**src/rtl/imem_loader.sv**
```systemverilog
// imem_loader: packs a big-endian host byte stream into 32-bit words, writes them to IMEM from address 0 and holds the CPU until the image is in.
// Define IMEM_LOADER_CHECKSUM_EN to require a trailing XOR checksum byte before DONE.
module imem_loader #(
    parameter int ADDR_W = 10,
    parameter int DEPTH  = 1000
) (
    input  logic              clk,
    input  logic              rst_n,
    input  logic              start,
    input  logic [ADDR_W:0]   len,
    input  logic [7:0]        in_byte,
    input  logic              in_valid,
    output logic              in_ready,
    output logic              mem_we,
    output logic [ADDR_W-1:0] mem_addr,
    output logic [31:0]       mem_wdata,
    output logic              busy,
    output logic              done,
    output logic              error,
    output logic              cpu_hold
);

    typedef enum logic [2:0] {IDLE, LOAD, CHECK, DONE, ERR} state_t;

    localparam logic [ADDR_W:0] DEPTH_L = (ADDR_W+1)'(DEPTH);

    state_t            state, state_nxt;
    logic [ADDR_W:0]   len_q;
    logic [ADDR_W-1:0] word_cnt;
    logic [1:0]        byte_cnt;
    logic [23:0]       shift;
    logic              last_taken;
    logic              len_ok;
    logic              launch;
    logic              load_acc;
    logic              last_byte;
`ifdef IMEM_LOADER_CHECKSUM_EN
    logic [7:0]        csum;
`endif

    assign len_ok    = (len != '0) && (len <= DEPTH_L);
    assign launch    = start && len_ok && (state != LOAD) && (state != CHECK);
    // Acceptance is derived from state, not from in_ready, to keep the comb block loop-free.
    assign load_acc  = (state == LOAD) && !last_taken && in_valid;
    assign last_byte = load_acc && (byte_cnt == 2'd3) && ({1'b0, word_cnt} == len_q - 1'b1);

    always_ff @(posedge clk or negedge rst_n) begin
        if (!rst_n) begin
            state <= IDLE;
        end else begin
            state <= state_nxt;
        end
    end

    always_comb begin
        state_nxt = state;
        in_ready  = 1'b0;
        busy      = 1'b0;
        done      = 1'b0;
        error     = 1'b0;
        cpu_hold  = 1'b1;
        case (state)
            IDLE: begin
                if (start) state_nxt = len_ok ? LOAD : ERR;
            end
            LOAD: begin
                in_ready = !last_taken;
                busy     = 1'b1;
`ifdef IMEM_LOADER_CHECKSUM_EN
                if (last_byte) state_nxt = CHECK;
`else
                // last_taken marks the final write cycle; DONE follows it.
                if (last_taken) state_nxt = DONE;
`endif
            end
`ifdef IMEM_LOADER_CHECKSUM_EN
            CHECK: begin
                in_ready = 1'b1;
                busy     = 1'b1;
                if (in_valid) state_nxt = (in_byte == csum) ? DONE : ERR;
            end
`endif
            DONE: begin
                done     = 1'b1;
                cpu_hold = 1'b0;
                if (start) state_nxt = len_ok ? LOAD : ERR;
            end
            ERR: begin
                error = 1'b1;
                if (start) state_nxt = len_ok ? LOAD : ERR;
            end
            default: state_nxt = IDLE;
        endcase
    end

    always_ff @(posedge clk or negedge rst_n) begin
        if (!rst_n) begin
            len_q      <= '0;
            word_cnt   <= '0;
            byte_cnt   <= '0;
            shift      <= '0;
            last_taken <= 1'b0;
            mem_we     <= 1'b0;
            mem_addr   <= '0;
            mem_wdata  <= '0;
`ifdef IMEM_LOADER_CHECKSUM_EN
            csum       <= '0;
`endif
        end else begin
            mem_we <= 1'b0;
            if (launch) begin
                len_q      <= len;
                word_cnt   <= '0;
                byte_cnt   <= '0;
                last_taken <= 1'b0;
`ifdef IMEM_LOADER_CHECKSUM_EN
                csum       <= '0;
`endif
            end else if (load_acc) begin
                byte_cnt <= byte_cnt + 2'd1;
`ifdef IMEM_LOADER_CHECKSUM_EN
                csum     <= csum ^ in_byte;
`endif
                if (byte_cnt == 2'd3) begin
                    mem_we    <= 1'b1;
                    mem_addr  <= word_cnt;
                    mem_wdata <= {shift, in_byte};
                    if (last_byte) begin
                        last_taken <= 1'b1;
                    end else begin
                        word_cnt <= word_cnt + 1'b1;
                    end
                end else begin
                    shift <= {shift[15:0], in_byte};
                end
            end
        end
    end

endmodule
```
**config.mk**
```make
export PLATFORM = sky130hd
export DESIGN_NAME = imem_loader
export DESIGN_NICKNAME = d
export VERILOG_FILES = /design/src/rtl/imem_loader.sv
export SDC_FILE = /design/constraint.sdc
export NUM_CORES = 1
export LEC_CHECK = 0
export CAP_MARGIN = 20
export CORE_MARGIN = 8
export CORE_UTILIZATION = 57
export DETAILED_ROUTE_END_ITERATION = 16
export PLACE_DENSITY = 0.85
export SYNTH_ARGS = -nofsm -noshare
export SYNTH_HDL_FRONTEND = slang
export SYNTH_SLANG_ARGS = --single-unit
```
**constraint.sdc**
```tcl
create_clock -name clk -period 5.5 [get_ports clk]
set_clock_uncertainty 0.1 [all_clocks]
set_input_delay 1.375 -clock clk [delete_from_list [all_inputs] [get_ports clk]]
set_output_delay 1.375 -clock clk [all_outputs]
set_load 0.02 [all_outputs]
```
==> results of run 1 <==
## metrics by stage
step                hold slack (ns)  cells  utilization  instance area [um2]
finish                        0.379    590        0.713                 5200
global route                  0.396    590        0.713                 5200
CTS                           0.381    590        0.713                 5200
detailed placement            0.360    574        0.685                 4990
global placement              0.343    574        0.685                 4990
floorplan                     0.332    428            -                 4300
## Yosys cell counts, drive strengths merged
master,number,area (um2)
a211oi,1,7.51
nand2,140,526
nor4b,1,15.0
or2,2,12.5
nor4,5,37.5
ha,3,37.5
a22o,1,8.76
o2bb2ai,1,8.76
nor2b,1,6.26
o31ai,6,45.0
nor2,12,45.0
xor2,6,52.6
inv,8,30.0
nand2b,4,25.0
buf,7,63.8
o211a,1,10.0
o21ai,17,96.4
o2111ai,1,8.76
clkbuf,20,96.3
nand4,7,43.8
and3,2,12.5
dfrtp,94,2350
a211o,1,10.0
or4,5,40.0
o21bai,1,7.51
nand3b,1,7.51
nor3,7,35.0
mux2i,1,10.0
xnor2,7,61.3
a21oi,10,61.3
a2111oi,2,23.8
or3,8,53.8
o21a,1,7.51
a311oi,3,26.3
a31oi,1,6.26
and3b,1,8.76
mux2,32,360
and2,2,12.5
nand3,5,25.0
## worst paths after layout
kind / end / slack, ns / cells past startpoint
min in group asynchronous: len_q[5] / 0.95 / 1
min reg2reg: mem_addr[5] / 0.38 / 2
max: len_q[3] / 1.69 / 6
max in group asynchronous: mem_wdata[11] / 3.41 / 2
min: mem_addr[5] / 0.38 / 2
max reg2reg: word_cnt[7] / 2.18 / 8
## layer usage
metal,vias up,part of all wire,wire [um]
met5,-,0,0
met4,0,0.012,116
met3,15,0.077,736
met2,105,0.50,4760
met1,1607,0.41,3890
li1,1552,-,-
## where the power goes
part           internal, mW  total, mW  leakage [nW]  switching [mW]
registers             0.972       1.22          1.18           0.243
logic                 0.595       1.23          1.10           0.632
clock network         0.219      0.470         0.104           0.251
## kinds of logic (layout without fill, tap and decap cells)
| kind of cell | count (synthesis) | count (layout) | synth area share |
|---|---|---|---|
| buffers and inverters | 35 | 98 | 0.0442 |
| multiplexers | 33 | 33 | 0.0862 |
| AND/OR/NAND/NOR | 203 | 203 | 0.211 |
| flip-flops | 94 | 94 | 0.547 |
| adder cells (fa/ha/maj) | 3 | 3 | 0.00873 |
| AO/OA/AOI/OAI | 47 | 47 | 0.0763 |
| XOR/XNOR | 13 | 13 | 0.0265 |
## sequential cells by signal, indices dropped and copies added, names as in the netlist
register	count
word_cnt	10
mem_addr	10
mem_wdata	32
len_q	11
last_taken	1
state	3
byte_cnt	2
shift	24
mem_we	1
## cell type report
class                   count  area (um2)
multi-input cells         299        1760
flip-flops and latches     94        2350
inverters                   8        30.0
clock inverters             6        76.3
repair buffers             74         728
clock buffers              10         128
well taps                  99         124
fillers                   559        2090
## worst register-to-register path: cells and delay by family (launching register included)
family / cells / cell delay (ns)
simple gates: 4 / 1.76
compound gates: 2 / 0.55
flops: 1 / 0.49
buf+inv: 1 / 0.22
xor+xnor: 1 / 0.12
==> run metrics, run 1 <==
outcome=completed; Starting Density=0.589; GRT busiest layer=met2; Min Clock Period, post-route=3.81 ns; DP HPWL=6.68 mm; Yosys cell types=50; Worst setup EP type=register; Static Leak=2.38 nW; slowest CP cell=o211a_1; vias in the first global route=3510; max cap viols=0; Setup crit start=len[1]; worst path bufs/invs=1; # setup viols final=0; share of cells above drive strength 1=0.145; diode count=0; PwrDens=560 nW/um2; Hold Path Class=register to register; Peak VDD IR=0.000340 V; register area share after synthesis=0.547; Hold Path Origin=mem_addr[5]; met3 GRT Util=0.0797; # IOs=a little over 70; global placement routability congestion=~0.94; fmax=263 MHz; worst-margin pin slew=between 0.8 and 0.9 ns; later-pin clock latency in the skew report=between 0.3 and 0.4 ns; CP required=roughly 5.7 ns; most frequent cells in the layout=140 x nand2_1, 94 x dfrtp_1, 69 x clkdlybuf4s50_1; Core ar.=~7300 um2; Synth Area per Inst=between 10 and 15 um2; Synth warnings=0; unrepaired setup endpoints after global routing=false; initial antenna violation count=0; Resize count post-CTS=0; R2R Path Start=len_q[4]; Detailed Route Iter0 Violations=144; vias after detailed routing=3279; commonest non-fill, non-tap cell in the layout=nand2_1; buffer count from post-CTS setup fixing=0; dpl ws=1.32 ns; drt wl/cell=16.1 um; CTS tree=built; ANT nets after route=0; syn_nets=454; met2 GRT Util=0.335; Longest Clk Path Bufs=2; TritonRoute pass-1 iters=5; # clock sinks=94; synthesized area=4300 um2; CTS Hold Bufs=0; startpoint class of the critical path=input pin; Worst Path Arrival=slightly below 4 ns; clk slew on worst S/H paths=0.09 ns; CTS Buf Count=9; final net count=512; global-route wire length before repair=16.5 mm; Max Fanout on Critical Path=26; gr usage total=0.200; PortBufs=70; GR Util met1=0.229; drt drc=0; largest net degree at the start of global routing=57; largest stage delay on the critical path=0.79 ns; Die H=103 um; CP Cell Sequence=clkdlybuf4s50_1, nor4_1, nor3_1, a311oi_1, o211a_1, mux2_2; full die area=10600 um2; Hold Fails Final Rpt=0; floorplan row count=31; GRT overflow=0; worst setup margin=roughly 1.7 ns; crit share post-route=0.692; H-tree depth=3; CP Class=input pin to register; Root Driver=clkbuf_8; Pwr Total=2.91 mW; DRT Wirelength=9.50 mm; slew margin rel.=0.436; fin. max-slew vios=0; Syn-to-layout area delta=21.0%; gate count of the mapped netlist=428; setup TNS=0 ns; die width=103 um; family with the most delay on the worst path=compound AO/OA/AOI/OAI gates; Via-to-Cell Ratio=between 5 and 6; Synth Register Bits=94
No activity file was read; power rests on OpenSTA's default activity.
==> run 2: changes to the inputs <==
- CORE_UTILIZATION: 57 -> 48
- PLACE_DENSITY: 0.85 -> 0.76
- clock period: 5.5 -> 3 ns (I/O delays scaled with it)
==> run metrics, run 2 (synthesis gave the netlist of run 1 again) <==
Max Fanout on Critical Path=11 (-58%); # setup viols final=0 (unchanged); drt wl/cell=16.1 um (about the same); Design Area, Final=5400 um2 (+3.9%); PwrDens=1010 nW/um2 (+80%); global placement routability congestion=0.891 (-5.1%); Root Driver=clkbuf_8; # IOs=71 (unchanged); setup TNS=0 ns (unchanged); Largest register FFs=32 (unchanged); Setup crit start=len_q[3]; diode count=0 (unchanged); CTS Hold Bufs=0 (unchanged); clk slew on worst S/H paths=0.09 ns (about the same); drt drc=0 (unchanged); placed instance area=5190 um2 (+3.9%); max cap viols=0 (unchanged); GRT overflow=0 (unchanged); R2R Path End=word_cnt[7]; Peak VDD IR=0.000561 V (+65%); largest net degree at the start of global routing=50 (-12%); final net count=533 (+4.1%); global-route wire length before repair=16.4 mm (-0.21%); fillers=701 (+25%); Longest Clk Path Bufs=2 (unchanged); CTS Buf Count=9 (unchanged); R2R Path Start=len_q[3]; Worst setup EP type=register; fmax=approximately 340 MHz; vias after detailed routing=3334 (+1.7%); outcome=completed; commonest non-fill, non-tap cell in the layout=nand2_1; vias in the first global route=3434 (-2.2%); dpl ws=-0.00111 ns (-1.33 ns); DRT Wirelength=9.98 mm (+5.0%); Worst Path Arrival=3.13 ns (-0.83 ns); later-pin clock latency in the skew report=0.36 ns (about the same); TritonRoute pass-1 iters=4 (-1); initial antenna violation count=0 (unchanged); share of cells above drive strength 1=0.193 (+0.0488); largest reg by FF count=mem_wdata; hold_ws=0.300 ns (-0.0785 ns); gr usage total=0.160 (-0.0397); CP Class=register to register; reg2reg setup slack=0.06 ns (-2.12 ns); H-tree depth=3 (unchanged); ANT nets after route=0 (unchanged); Worst Reg-to-Reg Cells=9 (+1); buffer count from post-CTS setup fixing=0 (unchanged); Static Leak=2.48 nW (+4.2%); Starting Density=0.493 (-0.0966); Detailed Route Iter0 Violations=130 (-9.7%); worst setup margin=0.0604 ns (-1.63 ns); # clock sinks=94 (unchanged); Hold Fails Final Rpt=0 (unchanged); crit share post-route=0.980; slew margin rel.=0.582 (+0.146); die width=111 um (+7.6%); final core utilization=0.620 (-0.0933); Syn-to-layout area delta=25.7%; floorplan row count=34 (+9.7%); full die area=12200 um2 (+16%); CP required=3.19 ns (-2.46 ns); Via-to-Cell Ratio=5.38 (-3.2%); CTS tree=built; worst-margin pin slew=0.627 ns (-0.218 ns); Hold Path Class=input pin to asynchronous set/reset pin; most frequent cells in the layout=140 x nand2_1, 93 x dfrtp_1, 69 x clkdlybuf4s50_1; Core ar.=8720 um2 (+20%); Die H=111 um (+7.6%); Min Clock Period, post-route=approximately 3 ns; PortBufs=70 (unchanged); fin. max-slew vios=0 (unchanged); startpoint class of the critical path=register; biggest regs=mem_wdata x32, shift x24, len_q x11; DP HPWL=6.97 mm (+4.4%)
==> run 2: cell count changes in the layout (fill, tap and decap cells not counted), moves of 2 or more <==
cell,delta
inv_6,-2
nor3_1,-2
buf_4,+19
clkinvlp_4,+2
buf_12,+2
nor3_2,+2
==> run 2: layout make-up <==
type	instances	area [um2]	share of cell area
clock buffers	10	128	0.0236
clock inverters	6	55.1	0.0102
inverters	8	30.0	0.00556
multi-input cells	299	1790	0.332
flip-flops and latches	94	2350	0.436
well taps	108	135	0.0250
repair buffers	95	911	0.169
==> run 2: per-layer routing <==
layer / vias to the layer above / global-route usage / wire length (um)
met2: 74 / 0.266 / 4840
met4: 0 / 0.0613 / 116
met1: 1658 / 0.190 / 4480
met3: 11 / 0.0465 / 545
met5: - / 0 / 0
li1: 1591 / - / -
==> run 2: how the worst max path moves through the flow <==
stage                             end  depth (start not counted)
final                     word_cnt[7]                          9
after global routing      word_cnt[7]                          8
after CTS                 word_cnt[7]                          8
after detailed placement     len_q[9]                          7
after global placement       len_q[3]                          7
after floorplan           word_cnt[7]                          8
==> run 2: critical path, cell delays in order (launching register included) <==
cell and delay (ns):
dfrtp_1 0.39, or4_4 0.56, buf_4 0.18, nor3_2 0.14, a2111oi_1 0.12, a311oi_2 0.31
nor4_2 0.09, buf_4 0.18, or4_2 0.66, a21oi_2 0.15
==> run 2: power breakdown <==
part           switching [mW]  internal (mW)
Clock                   0.471          0.318
Sequential              0.389           1.78
Combinational            1.26           1.21
==> run 2: metrics by stage <==
stage | power, mW | instances
2_1_floorplan | 3.65 | 428
3_3_place_gp | 4.55 | 604
3_5_place_dp | 4.65 | 604
4_1_cts | 5.45 | 620
5_1_grt | 5.81 | 620
6_report | 5.44 | 620
==> run 2: repair_timing <==
item / CTS / global route
pin swaps: 1 / 1
endpoints found under the setup margin: 1 / 10
gates resized for setup: 0 / 8
==> edit (config.mk and constraints of run 2) <==
Encoding of `state_t`: now one-hot (5 bits for 5 states).
--- a/src/rtl/imem_loader.sv
+++ b/src/rtl/imem_loader.sv
@@ -20,7 +20,7 @@
     output logic              cpu_hold
 );
 
-    typedef enum logic [2:0] {IDLE, LOAD, CHECK, DONE, ERR} state_t;
+    typedef enum logic [4:0] {IDLE = 5'b00001, LOAD = 5'b00010, CHECK = 5'b00100, DONE = 5'b01000, ERR = 5'b10000} state_t;
 
     localparam logic [ADDR_W:0] DEPTH_L = (ADDR_W+1)'(DEPTH);
 
Function: no difference found for any inputs over 10 cycles, from zero or initial values and one cycle with rst_n low; not proved beyond that.
==> edit against run 2 <==
Global-route usage up 0.69 points. Routed wire length shrank 0.56%. Design area increased by 0.51%. Area after synthesis increased by 1.3%. Worst setup slack improved by 0.12 ns. Sequential cell count grew 1. Non-clock buffer count shrank 10. Largest cell class unchanged. Count of clock-buffer cells in the layout decreased by 1. Critical path depth decreased by 1. Critical path type unchanged.
Power is not compared: it rests on default switching activity, and its combinational part moved more than twofold at a synthesized area within 25%.
==> edit: results <==
export IMPL_nFillCells=719
export IMPL_r2r_slack_ns=0.18
export IMPL_synth_nets=476
export IMPL_arrival_ns=3.02
export IMPL_critPathSlowestCell="or4_4"
export IMPL_synthMuxAreaShare_pct=6.209
export IMPL_clkCellAreaFrac_pct=3.617
export IMPL_grt_pass1_wl_um=17250
export IMPL_track_usage_pct=16.67
export IMPL_crit_path_max_incr_delay_ns=0.60
export IMPL_final_cells=635
export IMPL_synth_xor_area_share_pct=3.133
export IMPL_synth_area_leaders="dfrtp_1 (54%), nand2_1 (14%), mux2_2 (6.2%)"
export IMPL_utilization_pct=61.98
export IMPL_grt_max_degree=55
export IMPL_wl_met3_um=409
export IMPL_rr_worst_depth=8
export IMPL_synth_compound_area_share_pct=7.991
export IMPL_yosys_top_cells_count="nand2_1 (159), dfrtp_1 (94), mux2_2 (24)"
export IMPL_synth_cells=450
export IMPL_wl_met1_um=4513
export IMPL_synthAdderAreaFrac_pct=0.8623
export IMPL_routed_wl_met2_um=4873
export IMPL_nNetsFinal=548
export IMPL_synthDistinctLibCells=53
export IMPL_vias=3368
export IMPL_place_area_mm2=0.005210
export IMPL_drt_initial_drc_count=193
export IMPL_num_multi_input_gates=323
export IMPL_dp_slack_ns=-0.1218
export IMPL_cts_sinks=95
export IMPL_use_met2_pct=26.00
export IMPL_wl_per_cell_um=15.63
export IMPL_cp_max_fo=16
export IMPL_dp_hpwl_um=6955
export IMPL_drive_gt1_share_pct=14.04
export IMPL_outcome="finished, final reports clean"
export IMPL_clkbuf_count=9
export IMPL_drt_first_pass_iters=6
-- edit: changes by cell type after synthesis, moves of 4 or more --
| cell | change |
|---|---|
| nand4_1 | -5 |
| mux2_2 | -8 |
| nand2_1 | +19 |
| o21ai_1 | +4 |
| o21ai_0 | -4 |
| nand3_1 | +4 |
-- edit: power breakdown --
part / switching (W) / internal (W) / leakage [nW]
Sequential: 0.000182 / 0.00146 / 1.29
Combinational: 0.000285 / 0.000309 / 1.21
Clock: 0.000491 / 0.000327 / 0.0970
-- edit: cells by family after synthesis --
family          after synthesis
buf+inv                      32
xor+xnor                     14
mux                          24
compound gates               50
flops                        95
simple gates                232
fa+ha+maj                     3
-- edit: timing repair --
action                                  in CTS  in global routing
resized for setup                            1                  2
setup buffers                                0                  1
pin swaps                                    0                  1
endpoints found under the setup margin       1                  8
-- edit: worst reg2reg max path: cells and delay by family (launching register included) --
kind	cells	cell delay, ns
and+or+nand+nor	4	1.74
DFF	1	0.46
AOI/OAI and AO/OA	3	0.32
buffers and inverters	1	0.15
